<file path="src/rtl/adder_if.sv">
// adder_if: operand/result bundle for the adder; parameter WIDTH sets the operand/result width.
// Signals: input1, input2, clr_sticky (driven by master); out, sum_q, carry_q, ovf_q,
// carry_sticky, ovf_sticky (driven by the adder through the slave modport).
interface adder_if #(
    parameter int WIDTH = 32
);
    logic [WIDTH-1:0] input1;
    logic [WIDTH-1:0] input2;
    logic             clr_sticky;
    logic [WIDTH-1:0] out;
    logic [WIDTH-1:0] sum_q;
    logic             carry_q;
    logic             ovf_q;
    logic             carry_sticky;
    logic             ovf_sticky;

    modport master (
        output input1, input2, clr_sticky,
        input  out, sum_q, carry_q, ovf_q, carry_sticky, ovf_sticky
    );

    modport slave (
        input  input1, input2, clr_sticky,
        output out, sum_q, carry_q, ovf_q, carry_sticky, ovf_sticky
    );
endinterface

</file>
<file path="src/rtl/adder.sv">
// adder: combinational WIDTH-bit adder with registered sum and optional carry/overflow status.
// Ports: clk (rising-edge clock), rst (synchronous active-high reset),
//        bus (adder_if.slave): input1/input2 addends, clr_sticky clears sticky flags,
//        out combinational sum, sum_q registered sum, carry_q/ovf_q registered flags,
//        carry_sticky/ovf_sticky accumulated flags.
// Macro ADDER_STATUS_EN: when defined, builds the carry/overflow status logic;
// otherwise the four status outputs are tied to 0 and clr_sticky is ignored.
module adder #(
    parameter int WIDTH = 32
) (
    input logic   clk,
    input logic   rst,
    adder_if.slave bus
);
    logic [WIDTH-1:0] sum_d, sum_q;

    assign bus.sum_q = sum_q;

`ifdef ADDER_STATUS_EN
    logic [WIDTH:0] sum_ext;
    logic carry_d, carry_q, ovf_d, ovf_q;
    logic carry_sticky_d, carry_sticky_q, ovf_sticky_d, ovf_sticky_q;

    assign sum_ext = {1'b0, bus.input1} + {1'b0, bus.input2};
    assign bus.out = sum_ext[WIDTH-1:0];

    always_comb begin
        sum_d   = sum_ext[WIDTH-1:0];
        carry_d = sum_ext[WIDTH];
        // Overflow: operands share a sign and the result sign differs from it.
        ovf_d   = (bus.input1[WIDTH-1] == bus.input2[WIDTH-1]) &&
                  (sum_ext[WIDTH-1] != bus.input1[WIDTH-1]);
        // A new event wins over a simultaneous clear.
        carry_sticky_d = carry_d | (carry_sticky_q & ~bus.clr_sticky);
        ovf_sticky_d   = ovf_d   | (ovf_sticky_q   & ~bus.clr_sticky);
    end

    always_ff @(posedge clk) begin
        if (rst) begin
            sum_q          <= '0;
            carry_q        <= 1'b0;
            ovf_q          <= 1'b0;
            carry_sticky_q <= 1'b0;
            ovf_sticky_q   <= 1'b0;
        end else begin
            sum_q          <= sum_d;
            carry_q        <= carry_d;
            ovf_q          <= ovf_d;
            carry_sticky_q <= carry_sticky_d;
            ovf_sticky_q   <= ovf_sticky_d;
        end
    end

    assign bus.carry_q      = carry_q;
    assign bus.ovf_q        = ovf_q;
    assign bus.carry_sticky = carry_sticky_q;
    assign bus.ovf_sticky   = ovf_sticky_q;
`else
    assign bus.out = bus.input1 + bus.input2;
    assign sum_d   = bus.out;

    always_ff @(posedge clk) begin
        if (rst) sum_q <= '0;
        else     sum_q <= sum_d;
    end

    assign bus.carry_q      = 1'b0;
    assign bus.ovf_q        = 1'b0;
    assign bus.carry_sticky = 1'b0;
    assign bus.ovf_sticky   = 1'b0;
`endif
endmodule

</file>
<file path="src/flat_wrapper.sv">
// flat-port wrapper written by rule: the top's interface ports become plain ports
module adder_flat 
#(
    parameter int WIDTH = 32
)
  (clk, rst, bus_input1, bus_input2, bus_clr_sticky, bus_out, bus_sum_q, bus_carry_q, bus_ovf_q, bus_carry_sticky, bus_ovf_sticky);
  adder_if #(.WIDTH(WIDTH)) bus_i ();
  input logic clk;
  input logic rst;
  input wire logic [$bits(bus_i.input1)-1:0] bus_input1;
  input wire logic [$bits(bus_i.input2)-1:0] bus_input2;
  input wire logic [$bits(bus_i.clr_sticky)-1:0] bus_clr_sticky;
  output wire logic [$bits(bus_i.out)-1:0] bus_out;
  output wire logic [$bits(bus_i.sum_q)-1:0] bus_sum_q;
  output wire logic [$bits(bus_i.carry_q)-1:0] bus_carry_q;
  output wire logic [$bits(bus_i.ovf_q)-1:0] bus_ovf_q;
  output wire logic [$bits(bus_i.carry_sticky)-1:0] bus_carry_sticky;
  output wire logic [$bits(bus_i.ovf_sticky)-1:0] bus_ovf_sticky;
  assign bus_i.input1 = bus_input1;
  assign bus_i.input2 = bus_input2;
  assign bus_i.clr_sticky = bus_clr_sticky;
  assign bus_out = bus_i.out;
  assign bus_sum_q = bus_i.sum_q;
  assign bus_carry_q = bus_i.carry_q;
  assign bus_ovf_q = bus_i.ovf_q;
  assign bus_carry_sticky = bus_i.carry_sticky;
  assign bus_ovf_sticky = bus_i.ovf_sticky;
  adder #(.WIDTH(WIDTH)) u_core (.clk(clk), .rst(rst), .bus(bus_i));
endmodule
</file>
<file path="config.mk">
export PLATFORM = sky130hd
export DESIGN_NAME = adder_flat
export DESIGN_NICKNAME = d
export VERILOG_FILES = /design/src/rtl/adder_if.sv /design/src/rtl/adder.sv /design/src/flat_wrapper.sv
export SDC_FILE = /design/constraint.sdc
export NUM_CORES = 1
export LEC_CHECK = 0
export ABC_AREA = 1
export CAP_MARGIN = 0
export CORE_UTILIZATION = 40
export CTS_CLUSTER_DIAMETER = 150
export DETAILED_ROUTE_END_ITERATION = 16
export HOLD_SLACK_MARGIN = 0.12
export PLACE_DENSITY = 0.84
export REMOVE_ABC_BUFFERS = 1
export SLEW_MARGIN = 10
export SYNTH_ARGS = -nofsm -noshare
export SYNTH_HDL_FRONTEND = slang
export SYNTH_SLANG_ARGS = --single-unit
export TNS_END_PERCENT = 1
</file>
<file path="constraint.sdc">
create_clock -name clk -period 1.65 [get_ports clk]
set_input_delay 0.165 -clock clk [delete_from_list [all_inputs] [get_ports clk]]
set_output_delay 0.165 -clock clk [all_outputs]
set_load 0.05 [all_outputs]
</file>
==> reports/metrics.cfg, run 1 <==
[timing]
slew_violations=0
finalCriticalPeriod_ns=2.29
hold_viol=0
setup_ws_ns=-0.642
setup_viol=40
timing.hold.ws_ns=0.257
rsz0062_at_grt=true
slew-limit-headroom_pct=64.5
clock.fmax_mhz=436
tightest_slew_ns=0.531
fin_crit_sh_pct=139
finalSetupTns_ns=-11.74

[drt]
ant_nets=0
dr.pass1.iters=6
drt-initial-drc-count=477
vias=5283
viasPerCell=5.75
routedWlPerCell_um=21.6
drc=0
wl_mm=19.8

[worst_setup_path]
arrival_ns=2.13
path_max_fanout=4
worst_ep_required_time_ns=1.48
start_kind=primary input
end_kind=output pin
crit_type=in -> out

[global_route]
grt_pass1_vias=4759
antenna_found_initial=2
grt_max_degree=33
grt_overflow_total=0
grt_pass1_wl_mm=22.5
grt_usage_pct=33.7

[power]
finalPower_mw=5.86
pwr_density_cell_mw_per_mm2=849
vdd_drop_max_mv=0.610
power.static_leakage_nw=3.61

[placement]
placed_area_mm2=0.00540
gp_congestion=0.927
place_ws_ns=-0.825
dp_hpwl_mm=9.41
numPortBuffers=129

[cts]
htree_num_levels=2
clkTransAtPathRegs_ns=0.08
root_buffer=clkbuf_8
cts_buffer_depth=2
cts_made_buffers=5
cts_tree=yes
clkSinkCount=32

[floorplanning]
ios=135
fp.dieH_um=92.7
dieArea_mm2=0.00858
start_util_pct=41.9
core_area_mm2=0.00785
rows=32
chipWidth_um=92.7

[outcome]
outcome=finished, violations left
violations=negative setup slack

[yosys]
ys_types=26
ys_ff_latch=32
syn-instance-count=594
ys_seq_area_share_pct=19.5
ys_warn_count=0
synth_area_mm2=0.00329
syn_avg_cell_area_um2=5.53

[finish]
fin_area_mm2=0.00690
ff_latch_area_um2=641
largest_reg_flops=32
layout_commonest_cell=nand2_1
final_cell_mix=136 x nand2_1, 105 x inv_1, 93 x buf_4
area_growth_pct=110
reg_top3=u_core.bus.sum_q (32)
drive_gt1_share_pct=48.2
final_nets=913
fillers=349
largest_register=u_core.bus.sum_q
multi_input_area_mm2=0.00330

[hold_path]
holdCritPathClass=in -> reg

[flow_run]
max_cap_violations=0

-- stage by stage --
stage | utilization (%) | cells
after floorplan | - | 590
after global placement | 68.9 | 876
after detailed placement | 68.9 | 876
after CTS | 81.3 | 901
after global routing | 88.0 | 918
final | 88.0 | 918
-- cell usage after synthesis (all sizes together) --
master / number / area share [%]
nor2b: 3 / 0.57
nand3: 13 / 2.0
xnor2: 10 / 2.7
conb: 1 / 0.11
inv: 139 / 16
nor2: 67 / 7.9
and2: 1 / 0.19
a21o: 1 / 0.23
buf: 4 / 0.91
xor2: 5 / 1.8
o21bai: 2 / 0.46
or2: 1 / 0.19
clkbuf: 3 / 0.34
ha: 31 / 12
a21oi: 18 / 2.7
nor3: 6 / 1.1
dfxtp: 32 / 19
fa: 1 / 0.61
nand3b: 9 / 2.1
nand2: 245 / 29
and2b: 2 / 0.46
-- area by class of cell --
cell class,count,share of cell area [%]
Multi-Input combinational cell,419,47.9
Timing Repair Buffer,217,31.9
Sequential cell,32,9.28
Clock buffer,7,1.40
Antenna cell,2,0.0725
Tap cell,102,1.85
Inverter,139,7.67
-- report_power, final --
group / internal, mW / switching, mW
logic: 1.78 / 2.45
clock network: 0.373 / 0.342
registers: 0.873 / 0.0360
total: 3.03 / 2.83
-- logic make-up after synthesis --
logic type      after synthesis  share of synthesized area, %
flops                        32                          19.5
compound gates               21                          3.43
fa+ha+maj                    32                          12.4
simple gates                347                          43.0
other cells                   1                         0.114
xor+xnor                     15                          4.45
buf+inv                     146                          17.1
-- worst max-delay path, stage by stage --
cell and delay [ns]:
dlygate4sd2_1 0.28, ha_4 0.30, nand2_1 0.10, nand2_1 0.10, inv_1 0.10, nand2_1 0.08
inv_1 0.12, nand2_1 0.18, a21oi_2 0.21, nand2_1 0.09, nand2_1 0.11, nand2_2 0.09
inv_2 0.08, buf_12 0.13
-- layer usage --
layer | vias up | GRT usage [%] | wire (um)
met2 | 495 | 61.0 | 9300
met1 | 2427 | 37.2 | 6560
met5 | - | 0 | 0
li1 | 2167 | - | -
met4 | 0 | 15.9 | 1750
met3 | 194 | 7.14 | 2220
-- worst paths after layout --
path / endpoint / cells after the start / slack (ns) / startpoint
max: bus_out[25] / 14 / -0.64 / bus_input1[16]
min: u_core.bus.sum_q[0]$_SDFF_PP0_ / 4 / 0.26 / bus_input1[0]
-- what timing repair did --
action / in CTS / in global routing
resized for setup: 256 / 143
buffers inserted: 18 / 15
endpoints found under the setup margin: 58 / 36
pin swaps: 60 / 73
hold buffers: 0 / 0
Note: power is estimated with default switching activity, not from simulation.
==> run 2, diff against run 1 <==
Settings changed: ABC_AREA 1 to unset, CORE_UTILIZATION 40 to 37.
==> reports/metrics.cfg, run 2 <==
[yosys]
ys_seq_area_share_pct=24.3
synth_edf_count=0
ys_async_sr_fraction_pct=0
synth_ff_type=dfxtp_1
ys_warn_count=0
ys_ff_latch=32
ys_types=56
syn_avg_cell_area_um2=8.20
synthTopCellsByArea=dfxtp_1 24%, ha_1 15%, nor2b_1 7.1%
ys_top_cells_by_count=32 x a21oi_1, 32 x dfxtp_1, 31 x ha_1, 31 x nand2_1, 30 x nor2b_1
yosysTopAreaCell=dfxtp_1
syn-instance-count=321
synth_area_mm2=0.00263
netlist.area_leader.share_pct=24.3

[cts]
cts_tree=yes
root_buffer=clkbuf_8
cts_made_buffers=5
clkSinkCount=32
clkTransAtPathRegs_ns=0.08
htree_num_levels=2
cts_buffer_depth=2
postCtsHoldBufs=0

[drt]
drc=0
drt-initial-drc-count=463
dr.pass1.iters=6
wl_mm=18.5
vias=4343
viasPerCell=6.48
ant_nets=0
routedWlPerCell_um=27.7

[global_route]
grt_pass1_vias=4273
grt_usage_pct=41.6
grt_overflow_total=0
grt_max_degree=24
antenna_found_initial=0
grt_pass1_wl_mm=23.4

[power]
power.switching_mw=2.81
vdd_drop_max_mv=0.632
p_clk_share_pct=13.8
intPower_mw=3.22
combPwrFrac_pct=70.9
netSwitchingFraction_pct=46.5
pwr_density_cell_mw_per_mm2=979
power.static_leakage_nw=2.69
power_frac_seq_pct=15.3

[timing]
hold_viol=0
slew-limit-headroom_pct=56.8
finalCriticalPeriod_ns=2.86
tightest_slew_ns=0.646
clock.fmax_mhz=349
setup_viol=57
slew_violations=0
finalSetupTns_ns=-38.26
rsz0062_at_grt=true
fin_crit_sh_pct=173
setup_ws_ns=-1.21

[hold_path]
hold-path-endpoint=u_core.bus.sum_q[0]$_SDFF_PP0_
holdCritStartpoint=bus_input2[0]
worstHoldPathCells=3
holdCritPathClass=in -> reg

[finish]
antenna_cells=0
drive_gt1_share_pct=51.2
final_nets=672
multi_input_area_mm2=0.00272
largest_register=u_core.bus.sum_q
area_growth_pct=134
layout_commonest_cell=buf_4
largest_reg_flops=32
final_cell_mix=126 x buf_4, 57 x clkdlybuf4s50_1, 32 x buf_12, 32 x dfxtp_1, 28 x nand2_1
fin_area_mm2=0.00616
reg_top3=u_core.bus.sum_q (32)
fillers=247
ff_latch_area_um2=641

[outcome]
outcome=finished, violations left
violations=negative setup slack

[worst_setup_path]
arrival_ns=2.70
worst_ep_required_time_ns=1.48
path_max_fanout=5
start_kind=primary input
crit_type=in -> out
end_kind=output pin

[floorplanning]
start_util_pct=38.5
fp.dieH_um=86.3
core_area_mm2=0.00683
rows=30
ios=135
chipWidth_um=86.3
dieArea_mm2=0.00745

[flow_run]
max_cap_violations=0

[placement]
dp_hpwl_mm=8.43
placed_area_mm2=0.00515
numPortBuffers=129
gp_congestion=0.921

==> run 2: cell types whose count changed after synthesis, moves of 8 or more <==
cell and delta:
xor2_1 +9, inv_1 -132, a21oi_1 +14, nand2_1 -206
nand3b_1 -9, a21o_1 +8, o21ai_0 +18, nor2b_1 +27
nor2_1 -47
==> run 2: metrics by stage <==
step                      worst slack, ns  utilization [%]  hold WS, ns  std cells  total power [mW]
final                               -1.21             90.2        0.291        670              6.03
after detailed placement            -1.48             75.4        0.617        649              4.42
after floorplan                     -1.25                -        0.237        309              2.65
after CTS                          -0.897             87.6        0.257        670              5.58
after global placement              -1.45             75.4        0.619        649              4.34
after global routing                -1.25             90.2        0.285        670              6.13
==> run 2: critical path, stage by stage <==
cell	delay (ns)
clkdlybuf4s50_1	0.60
ha_4	0.42
nand2_1	0.17
nor2_2	0.17
nand3_1	0.14
or4_4	0.60
nand3_2	0.12
nor2b_4	0.17
buf_12	0.14
==> run 2: logic make-up after synthesis <==
group	synth area share [%]
muxes	1.28
other	0.143
adders and majority gates	15.5
AOI/OAI and AO/OA	23.7
DFF	24.3
buffers and inverters	3.57
xor gates and xnor gates	9.94
and+or+nand+nor	21.5
==> run 2: layout make-up <==
cell class                      count  share of cell area [%]
Multi-Input combinational cell    272                    44.1
Sequential cell                    32                    10.4
Tap cell                           96                    1.95
Clock inverter                      3                   0.690
Timing Repair Buffer              257                    41.5
Clock buffer                        5                    1.12
Inverter                            5                   0.305
==> run 2: worst max-delay path by stage <==
| stage | depth (start not counted) | slack [ns] | to | startpoint |
|---|---|---|---|---|
| final | 9 | -1.21 | bus_out[31] | bus_input1[23] |
| after global routing | 9 | -1.25 | bus_out[31] | bus_input1[23] |
| after CTS | 10 | -0.90 | bus_out[20] | bus_input2[0] |
| after detailed placement | 11 | -1.48 | bus_out[28] | bus_input2[0] |
| after global placement | 11 | -1.45 | bus_out[28] | bus_input2[0] |
| after floorplan | 9 | -1.25 | bus_out[28] | bus_input2[0] |
==> run 2: power groups by stage <==
stage          Clock (mW)  Combinational (mW)  Sequential, mW
3_5_place_dp            0                3.49           0.930
3_3_place_gp            0                3.42           0.922
6_report            0.833                4.28           0.921
2_1_floorplan           0                1.34            1.31
5_1_grt             0.849                4.35           0.926
4_1_cts             0.820                3.84           0.912
==> run 2: routing by layer <==
layer	track usage [%]	routed length (um)
met1	45.0	6240
met2	72.4	8250
met3	10.3	2150
met4	26.8	1900
met5	0	0
==> run 2: what timing repair did <==
action / in CTS / in global routing
resized for setup: 156 / 48
pin swaps: 41 / 11
buffers inserted: 13 / 0
endpoints found under the setup margin: 59 / 59
==> run 3, diff against run 2 <==
Settings changed: CAP_MARGIN 0 to 20, CORE_MARGIN set to 1, PLACE_DENSITY 0.84 to 0.78.
==> reports/metrics.cfg, run 3 (same netlist as run 2, synthesis figures left out) <==
[global_route]
grt_pass1_wl_mm=22.7
grt_usage_pct=40.2
antenna_found_initial=0
grt_overflow_total=0
grt_pass1_vias=4180
grt_max_degree=22

[timing]
finalCriticalPeriod_ns=2.82
slew_violations=0
fin_crit_sh_pct=171
clock.fmax_mhz=354
setup_ws_ns=-1.17
tightest_slew_ns=0.609
timing.hold.ws_ns=0.293
slew-limit-headroom_pct=59.3
setup_viol=58
rsz0062_at_grt=true
hold_viol=0

[cts]
clkSinkCount=32
root_buffer=clkbuf_8
cts_made_buffers=5
htree_num_levels=2
cts_buffer_depth=2
cts_tree=yes
postCtsHoldBufs=0
clkTransAtPathRegs_ns=0.08

[drt]
viasPerCell=6.26
routedWlPerCell_um=26.3
drt-initial-drc-count=500
dr.pass1.iters=6
vias=4149
drc=0
ant_nets=0
wl_mm=17.4

[finish]
fillers=257
largest_register=u_core.bus.sum_q
reg_top3=u_core.bus.sum_q (32)
drive_gt1_share_pct=51.0
largest_reg_flops=32
final_nets=665
final_cell_mix=120 x buf_4, 58 x clkdlybuf4s50_1, 32 x dfxtp_1
antenna_cells=0
layout_commonest_cell=buf_4
area_growth_pct=134

[floorplanning]
start_util_pct=38.5
ios=135
rows=30
chipWidth_um=86.3
fp.dieH_um=86.3
core_area_mm2=0.00683
dieArea_mm2=0.00745

[power]
pwr_density_cell_mw_per_mm2=972
power.static_leakage_nw=2.64
vdd_drop_max_mv=0.699
finalPower_mw=5.99

[flow_run]
max_cap_violations=0

[placement]
gp_congestion=0.924
place_ws_ns=-1.45
dp_hpwl_mm=8.10
numPortBuffers=129

[worst_setup_path]
crit_type=in -> out
end_kind=output pin
slowest_stage=clkdlybuf4s50_1
worst_ep_required_time_ns=1.48
arrival_ns=2.66
start_kind=primary input
max_stage_delay_ns=0.52
path_max_fanout=6
crit_chain=clkdlybuf4s50_1 -> ha_4 -> a21oi_1 -> o21ai_2 -> a21oi_2 -> buf_4 -> nand2_1 -> o21ai_2 -> xnor2_2 -> buf_4 -> buf_12

[outcome]
violations=negative setup slack
outcome=finished, violations left

[hold_path]
holdCritPathClass=in -> reg

-- run 3: cell types whose count changed in the layout (fill, tap and decap cells not counted), sizes merged, moves of 2 or more --
| cell | delta |
|---|---|
| buf | -6 |
| clkdlybuf4s15 | +2 |
| dlygate4sd2 | -3 |
| dlymetal6s2s | -2 |
-- run 3: metal layers --
layer	part of all wire (%)	vias up	GRT usage, %
met3	11	159	8.86
met5	0	-	0
met1	34	1955	43.7
met2	46	408	70.6
li1	-	1627	-
met4	8.7	0	25.9
-- run 3: cell type report --
type	instances	area, um^2	area share, %
clock buffer	6	72.6	1.18
clock inverter	2	35.0	0.569
inverter	5	18.8	0.305
multi-input combinational	272	2750	44.7
sequential	32	641	10.4
tap	96	120	1.95
timing repair buffer	250	2520	40.9
-- run 3: power breakdown --
group	leakage (nW)	switching [mW]	total [mW]	internal (mW)
Sequential	0.267	0.0407	0.921	0.881
Combinational	2.32	2.34	4.23	1.89
Clock	0.0552	0.387	0.837	0.450
Total	2.64	2.77	5.99	3.22
-- run 3: repair_timing --
item / 4_1_cts / 5_1_grt
resized for setup: 169 / 34
cloned: 0 / 0
endpoints found under the setup margin: 59 / 57
buffers inserted: 12 / 0
pin swaps: 50 / 2
-- run 3: critical path, delay by kind of cell --
family | cells | cell delay [ns]
AO/OA/AOI/OAI | 4 | 1.00
XOR/XNOR | 1 | 0.14
adder cells (fa/ha/maj) | 1 | 0.26
buffers and inverters | 4 | 0.98
AND/OR/NAND/NOR | 1 | 0.10
-- run 3: metrics by stage --
step	instance area (um^2)	cells	utilization (%)	setup TNS (ns)
after floorplan	2570	309	-	-45.11
after global placement	5110	645	74.9	-59.58
after detailed placement	5110	645	74.9	-61.69
after CTS	6010	663	87.9	-27.53
after global routing	6160	663	90.1	-40.90
final	6160	663	90.1	-38.95
-- run 3: worst paths after layout --
kind / from / end / slack [ns] / cells past startpoint
min: bus_input2[0] / u_core.bus.sum_q[0]$_SDFF_PP0_ / 0.29 / 3
max: bus_input2[17] / bus_out[26] / -1.17 / 11
